--- config.mk ---
export PLATFORM = sky130hd
export DESIGN_NAME = nroot_seq_ctrl
export DESIGN_NICKNAME = d
export VERILOG_FILES = /design/src/rtl/nroot_seq_ctrl.sv
export SDC_FILE = /design/constraint.sdc
export NUM_CORES = 1
export LEC_CHECK = 0
export CAP_MARGIN = 10
export CORE_UTILIZATION = 44
export CTS_CLUSTER_DIAMETER = 200
export DETAILED_ROUTE_END_ITERATION = 8
export GPL_ROUTABILITY_DRIVEN = 0
export GPL_TIMING_DRIVEN = 1
export PLACE_DENSITY = 0.81
export SKIP_LAST_GASP = 1
export SYNTH_ARGS = -nofsm -noshare
export SYNTH_HDL_FRONTEND = slang
export SYNTH_SLANG_ARGS = --single-unit
--- constraint.sdc ---
create_clock -name clk -period 2.2 [get_ports clk]
set_input_delay 0.44 -clock clk [delete_from_list [all_inputs] [get_ports clk]]
set_output_delay 0.44 -clock clk [all_outputs]
set_load 0.03 [all_outputs]
--- src/rtl/nroot_seq_ctrl.sv ---
// Sequencer for the Method-1 n-th root datapath: drives the factor/root stage, then loops a shared sqrt unit.
// Optional NROOT_TIMEOUT_EN adds a per-pass sq_done watchdog that ends the operation with a qNaN error.
module nroot_seq_ctrl #(
  parameter int WIDTH   = 32,
  parameter int CNT_W   = 5,
  parameter int TIMEOUT = 64
) (
  input  logic             clk,
  input  logic             rst_n,
  input  logic             start,
  input  logic [WIDTH-1:0] fracin,
  input  logic             check,
  output logic             busy,
  output logic             done,
  output logic             err,
  output logic [WIDTH-1:0] result,
  output logic [23:0]      factor,
  output logic [WIDTH-1:0] fr_fracin,
  output logic             fr_check,
  output logic             fr_checkin,
  output logic             fr_checkBin,
  input  logic [23:0]      fr_factor,
  input  logic [CNT_W-1:0] fr_root,
  input  logic             fr_over,
  output logic             sq_start,
  output logic [WIDTH-1:0] sq_in,
  input  logic             sq_done,
  input  logic [WIDTH-1:0] sq_out
);
  localparam logic [2:0] S_IDLE  = 3'd0;
  localparam logic [2:0] S_SETUP = 3'd1;
  localparam logic [2:0] S_ISSUE = 3'd2;
  localparam logic [2:0] S_WAIT  = 3'd3;
  localparam logic [2:0] S_DONE  = 3'd4;
  localparam logic [2:0] S_ERR   = 3'd5;

  localparam logic [WIDTH-1:0] VAL_INF  = WIDTH'(32'h7F80_0000);
  localparam logic [WIDTH-1:0] VAL_QNAN = WIDTH'(32'h7FC0_0000);

  logic [2:0]       state;
  logic [WIDTH-1:0] acc;
  logic [CNT_W-1:0] cnt;

`ifdef NROOT_TIMEOUT_EN
  localparam int WD_W = $clog2(TIMEOUT + 1);
  logic [WD_W-1:0] wd;
  logic            to_flag;
`endif

  assign fr_checkin  = 1'b0;
  assign fr_checkBin = 1'b0;
  // acc holds the value for the next pass, so it doubles as the sqrt operand
  assign sq_in       = acc;

  always_ff @(posedge clk or negedge rst_n) begin
    if (!rst_n) begin
      state     <= S_IDLE;
      busy      <= 1'b0;
      done      <= 1'b0;
      err       <= 1'b0;
      sq_start  <= 1'b0;
      result    <= '0;
      factor    <= '0;
      fr_fracin <= '0;
      fr_check  <= 1'b0;
      acc       <= '0;
      cnt       <= '0;
`ifdef NROOT_TIMEOUT_EN
      wd        <= '0;
      to_flag   <= 1'b0;
`endif
    end else begin
      done     <= 1'b0;
      err      <= 1'b0;
      sq_start <= 1'b0;
      // busy spans the done cycle, so a start coinciding with done is dropped
      if (done) busy <= 1'b0;
      case (state)
        S_IDLE: if (start && !busy) begin
          acc       <= fracin;
          fr_fracin <= fracin;
          fr_check  <= check;
          busy      <= 1'b1;
          state     <= S_SETUP;
`ifdef NROOT_TIMEOUT_EN
          to_flag   <= 1'b0;
`endif
        end
        S_SETUP: begin
          factor <= fr_factor;
          cnt    <= fr_root;
          if (fr_over)              state <= S_ERR;
          else if (fr_root == '0)   state <= S_DONE;
          else begin
            sq_start <= 1'b1;
            state    <= S_ISSUE;
          end
        end
        S_ISSUE: begin
          state <= S_WAIT;
`ifdef NROOT_TIMEOUT_EN
          wd    <= '0;
`endif
        end
        S_WAIT: begin
          if (sq_done) begin
            acc <= sq_out;
            cnt <= cnt - 1'b1;
            if (cnt == CNT_W'(1)) state <= S_DONE;
            else begin
              sq_start <= 1'b1;
              state    <= S_ISSUE;
            end
          end
`ifdef NROOT_TIMEOUT_EN
          else if (wd == WD_W'(TIMEOUT)) begin
            to_flag <= 1'b1;
            state   <= S_ERR;
          end else wd <= wd + 1'b1;
`endif
        end
        S_DONE: begin
          done   <= 1'b1;
          result <= acc;
          state  <= S_IDLE;
        end
        S_ERR: begin
          done   <= 1'b1;
          err    <= 1'b1;
`ifdef NROOT_TIMEOUT_EN
          result <= to_flag ? VAL_QNAN : VAL_INF;
`else
          result <= VAL_INF;
`endif
          state  <= S_IDLE;
        end
        default: state <= S_IDLE;
      endcase
    end
  end
endmodule

==> flow_summary.toml, run 1 <==
[timing]
finalSetupViolCount = 0
fmax_mhz = 507.4
hold_viol_final = 0
tightest_slew_ns = 0.6739
rsz0062_at_grt = "false"
fin_crit_ns = 1.971
finalMaxSlewViolations = 0
period_share = 0.8958
finalSetupTns_ns = 0
fin_skew_ns = 0.006002
max-slew-margin-rel = 0.5444

[synth]
seq_area_frac_synth = 0.5862
synthTopCellsByCount = "dfrtp_1, mux2_2, nand2_1, o21ai_0, clkbuf_1"
yosysWarnings = 0
synth.most_common_cell = "dfrtp_1"
syn_inst = 436
yosys.area.top_type_share = 0.5862
netlist_area_um2 = 5678
synthArstFlopShare = 1.000
yosys_most_used_dff = "dfrtp_1"
synth.area.top_cells = "dfrtp_1, mux2_2, nand2_1, o21ai_0, mux2i_1"
syn_avg_cell_area_um2 = 13.02
yosys.area.top_type = "dfrtp_1"
ys_types = 39
synth_seq_cells = 133
synth_edf_count = 0

[pwr]
swShare = 0.3894
total_power_uw = 14930
pwr-share-clk = 0.204
power_frac_seq = 0.293
p_leak_uw = 0.003733
p_per_area_nw_per_um2 = 1692
p_int_uw = 9115
peakVddDrop_mv = 0.9625
net-switching-power_uw = 5812
comb_power_share = 0.503

[setup_path]
cp_max_fo = 4
cpPeakStageDelay_ns = 0.72
path_delay_family = "buffers and inverters"
critPathLaunch = "busy"
worstPathCellList = "clkdlybuf4s50_1"
crit_cells = 1
r2r-start = "state[0]"
required_ns = 1.76
cp-endpoint = "busy"
rr_worst_depth = 5
worstSetupPathType = "reg2out"
cp-end-kind = "output pin"
crit_buf_inv = 1
reg2reg_slack_ns = 0.36
r2r_end = "sq_in[29]"
worstSetupStartpointType = "flip-flop"
cp_slowest_cell = "clkdlybuf4s50_1"
crit_arrival_ns = 1.53

[drt]
wl_per_cell_um = 17.32
vias = 4314
via_per_inst = 5.040
drt_wl_total_um = 14830
drc = 0
firstDrtPassIters = 4
antenna_left = 0
drt_iter0_markers = 165

[finish]
syn_to_final_growth_pct = 55.40
layout-drive-gt1-share = 0.2602
final_area_um2 = 8823
nets = 772
filler_cell_count = 916
diodes = 0

[floorplan]
die_w_um = 115.6
pin_count = 226
core_um2 = 12620
start_util = 0.4499
die_y_um = 115.6
num_rows = 41
die_area_um2 = 13360

[clock_network]
clock-root-buffer = "clkbuf_16"
worstSkewPairLatency_ns = 0.42
cts.sinks = 133
cts_made_buffers = 17
cts_buffer_depth = 2
cts_tree = "built"
h-tree-depth = 4
cts.clk_slew.worst_paths_ns = 0.05

[grt]
grt_max_degree = 50
antenna_found_initial = 0
overflow = 0
grt_pass1_wl_um = 22690
track_usage = 0.2308
grt_pass1_vias = 4455

[place]
dpl_cell_area_um2 = 8168
hpwl_um = 10580
io_buffers = 223

[status]
status = "completed"

[worst_hold_path]
hold_class = "reg2reg"

[job]
drv_cap = 0
through the flow:
stage | worst slack [ns] | util | hold WS, ns | std cells
2_1_floorplan | 0.3207 | - | 0.1444 | 437
3_3_place_gp | -0.09519 | 0.6472 | 0.4087 | 823
4_1_cts | 0.1953 | 0.6992 | 0.4748 | 856
3_5_place_dp | -0.1234 | 0.6472 | 0.4104 | 823
6_report | 0.2292 | 0.6992 | 0.4661 | 856
5_1_grt | 0.1769 | 0.6992 | 0.5022 | 856
timing repair:
action / CTS / global route
resized for setup: 0 / 0
hold buffers: 1 / 0
buffers inserted: 0 / 0
hold endpoints to repair: 45 / 0
cell type report:
| class | instances | area, um^2 | share of cell area |
|---|---|---|---|
| Multi-Input combinational cell | 269 | 2176 | 0.2466 |
| Tap cell | 172 | 215.2 | 0.02439 |
| Clock buffer | 24 | 501.7 | 0.05686 |
| Clock inverter | 8 | 143.9 | 0.01631 |
| Sequential cell | 133 | 3328 | 0.3772 |
| Timing Repair Buffer | 242 | 2429 | 0.2752 |
| Inverter | 8 | 30.03 | 0.003403 |
cells in the final DEF, fill, tap and decap left out, types with 2 or more instances in the layout:
cell               n
bufinv_16          4
clkbuf_1           2
mux2i_1            5
o211ai_1           3
nor4b_1            2
nand2_1           65
clkbuf_8           5
conb_1             2
o2bb2ai_1          4
clkbuf_16         17
a21oi_1            2
clkdlybuf4s50_1  222
ha_1               2
nor2_1             3
nand3_1            2
dfrtp_1          133
nor4_1             2
clkinv_2           3
nor2b_1            2
buf_4             14
nand2b_1           2
buf_12             4
o21ai_0           33
mux2_2           120
inv_1              8
layer usage:
metal | vias up | global-route usage | wire [um]
met4 | 0 | 0.08398 | 192
met1 | 2125 | 0.2528 | 5726
met3 | 14 | 0.09048 | 1376
met5 | - | 0 | 0
li1 | 1990 | - | -
met2 | 185 | 0.4048 | 7532
worst min-delay path by stage:
stage                     from       endpoint  slack [ns]  cells past startpoint
finish              result[30]     result[30]        0.47                      2
global route        result[25]     result[25]        0.50                      2
CTS                 result[30]     result[30]        0.47                      2
detailed placement       rst_n  fr_fracin[14]        0.41                      1
global placement         rst_n  fr_fracin[12]        0.41                      1
floorplan                rst_n           busy        0.14                      0
power groups by stage:
| stage | Clock (uW) | Combinational, uW | Sequential, uW |
|---|---|---|---|
| after floorplan | 0 | 2270 | 6460 |
| after CTS | 3090 | 7580 | 4390 |
| after detailed placement | 0 | 7520 | 4410 |
| after global placement | 0 | 7360 | 4340 |
| after global routing | 3220 | 7930 | 4520 |
| final | 3050 | 7510 | 4370 |
registers in the layout (all words and copies together), names as in the netlist:
name       count
err            1
fr_fracin     32
busy           1
result        32
factor        24
fr_check       1
cnt            5
sq_in         32
sq_start       1
state          3
done           1
cell families after synthesis:
family | Yosys count | synth area share
buffers and inverters | 35 | 0.03283
adders and majority gates | 2 | 0.004407
AOI/OAI and AO/OA | 51 | 0.05553
other | 1 | 0.0006605
muxes | 126 | 0.2488
and+or+nand+nor | 88 | 0.07162
DFF | 133 | 0.5862
Power figures use the tool's default switching activity.
==> inputs of run 2 (changes only) <==
Settings changed: GPL_TIMING_DRIVEN 1 to 0, PLACE_DENSITY 0.81 to 0.91.
==> run 2 against run 1 <==
Sequential share of layout area grew 0.064 points; sequential power is 2% higher; combinational power is 0.5% higher; critical endpoint is now sq_in[8]; largest power group unchanged.
==> flow_summary.toml, run 2 (synthesized netlist as in run 1, its figures left out) <==
[grt]
track_usage = 0.2532
grt_pass1_vias = 4936
antenna_found_initial = 0
grt_max_degree = 82
grt_pass1_wl_um = 24960
overflow = 0

[drt]
drt_iter0_markers = 255
via_per_inst = 5.126
vias = 4439
drc = 0
dr.max_layer_used = "met4"
wl_met1_um = 6079
antenna_left = 0
met2_wirelength_um = 8055
firstDrtPassIters = 4
wl_met3_um = 1466
wl_per_cell_um = 18.54
drt_wl_total_um = 16060

[setup_path]
r2r-start = "state[1]"
worstSetupPathType = "reg2reg"
cpPeakStageDelay_ns = 0.37
rr_worst_depth = 6
crit_top_cell = "buf_2"
worstPathCellList = "buf_2, and3b_1, buf_2, buf_2, mux2_2, mux2_2"
cp_slowest_cell = "mux2_2"
reg2reg_slack_ns = 0.06
crit_arrival_ns = 2.44
worstSetupStartpointType = "flip-flop"
required_ns = 2.50
r2r_end = "sq_in[8]"
cp_max_fo = 10
path_delay_family = "buffers and inverters"
crit_buf_inv = 3
cp-end-kind = "flip-flop"

[clock_network]
cts_buffer_depth = 2
cts_setup_buffers = 0
h-tree-depth = 4
cts.sinks = 133
clock-root-buffer = "clkbuf_16"
cts_made_buffers = 17
worstSkewPairLatency_ns = 0.43
cts.clk_slew.worst_paths_ns = 0.06
cts_tree = "built"

[pwr]
total_power_uw = 15020
p_leak_uw = 0.003728
p_per_area_nw_per_um2 = 1705
peakVddDrop_mv = 1.025

[job]
drv_cap = 0

[place]
hpwl_um = 11750
io_buffers = 223
pre_cts_slack_ns = -0.2316

[finish]
filler_cell_count = 878
syn_to_final_growth_pct = 55.13
layout-drive-gt1-share = 0.2565
nets = 782
layout_commonest_cell = "clkdlybuf4s50_1"
diodes = 0
layout_common_cells = "clkdlybuf4s50_1, dfrtp_1, mux2_2, nand2_1, o21ai_0"

[timing]
rsz0062_at_grt = "true"
holdWs_ns = 0.4727
hold_viol_final = 0
max-slew-margin-rel = 0.5859
tightest_slew_ns = 0.6126
setup_slack_ns = 0.06205
finalMaxSlewViolations = 0
period_share = 0.9718
fmax_mhz = 467.7
finalSetupViolCount = 0
fin_skew_ns = 0.01076
fin_crit_ns = 2.138

[worst_hold_path]
hold_class = "reg2reg"
holdPathStages = 2
whs_endpoint = "result[25]"
hp-start = "result[25]"

[floorplan]
core_um2 = 12620
die_w_um = 115.6
start_util = 0.4499
die_area_um2 = 13360
num_rows = 41
die_y_um = 115.6
pin_count = 226

[status]
status = "completed"
run 2: changes by cell type in the layout (fill, tap and decap cells not counted), sizes merged:
cell / before / now
clkinv: 4 / 5
inv: 8 / 10
clkinvlp: 0 / 3
clkbuf: 24 / 28
run 2: worst max-delay path by stage:
stage / cells after the start / startpoint / endpoint
after floorplan: 4 / busy / sq_in[10]
final: 6 / state[1] / sq_in[8]
after detailed placement: 5 / start / fr_fracin[29]
after global placement: 1 / rst_n / fr_fracin[10]
after CTS: 6 / state[1] / sq_in[8]
after global routing: 6 / state[1] / sq_in[20]
run 2: area by class of cell:
type	count	area, um^2	share of cell area
plain buffers	27	157.7	0.01790
clock buffers	18	439.2	0.04986
clock inverters	14	200.2	0.02273
inverters	8	30.03	0.003409
multi-input cells	269	2167	0.2460
flip-flops and latches	133	3328	0.3778
well taps	172	215.2	0.02443
repair buffers	225	2271	0.2578
run 2: repair_timing:
item | in CTS | in global routing
hold buffers | 1 | 0
resized for setup | 0 | 2
setup endpoints to repair | 0 | 18
hold endpoints to repair | 52 | 0
run 2: stage by stage:
step / utilization / std cells / instance area [um^2] / TNS, ns
2_1_floorplan: - / 437 / 5682 / 0
3_3_place_gp: 0.6442 / 832 / 8129 / -578.33
3_5_place_dp: 0.6464 / 833 / 8158 / -12.43
4_1_cts: 0.6979 / 866 / 8807 / 0
5_1_grt: 0.6980 / 866 / 8808 / -0.1736
6_report: 0.6980 / 866 / 8808 / 0
run 2: per-layer routing:
layer | vias up | track usage
met2 | 207 | 0.4395
met5 | - | 0
met3 | 36 | 0.09519
li1 | 2012 | -
met1 | 2184 | 0.2731
met4 | 0 | 0.1195
run 2: worst register-to-register path: cells and delay by family, from the launching register on:
family                 cells  cell delay (ns)
flip-flops                 1             0.36
buffers and inverters      3             0.84
multiplexers               2             0.66
AND/OR/NAND/NOR            1             0.17
run 2: report_power, final:
part | internal (uW) | switching (uW)
sequential | 3630 | 809
clock | 1930 | 1100
combinational | 3420 | 4130
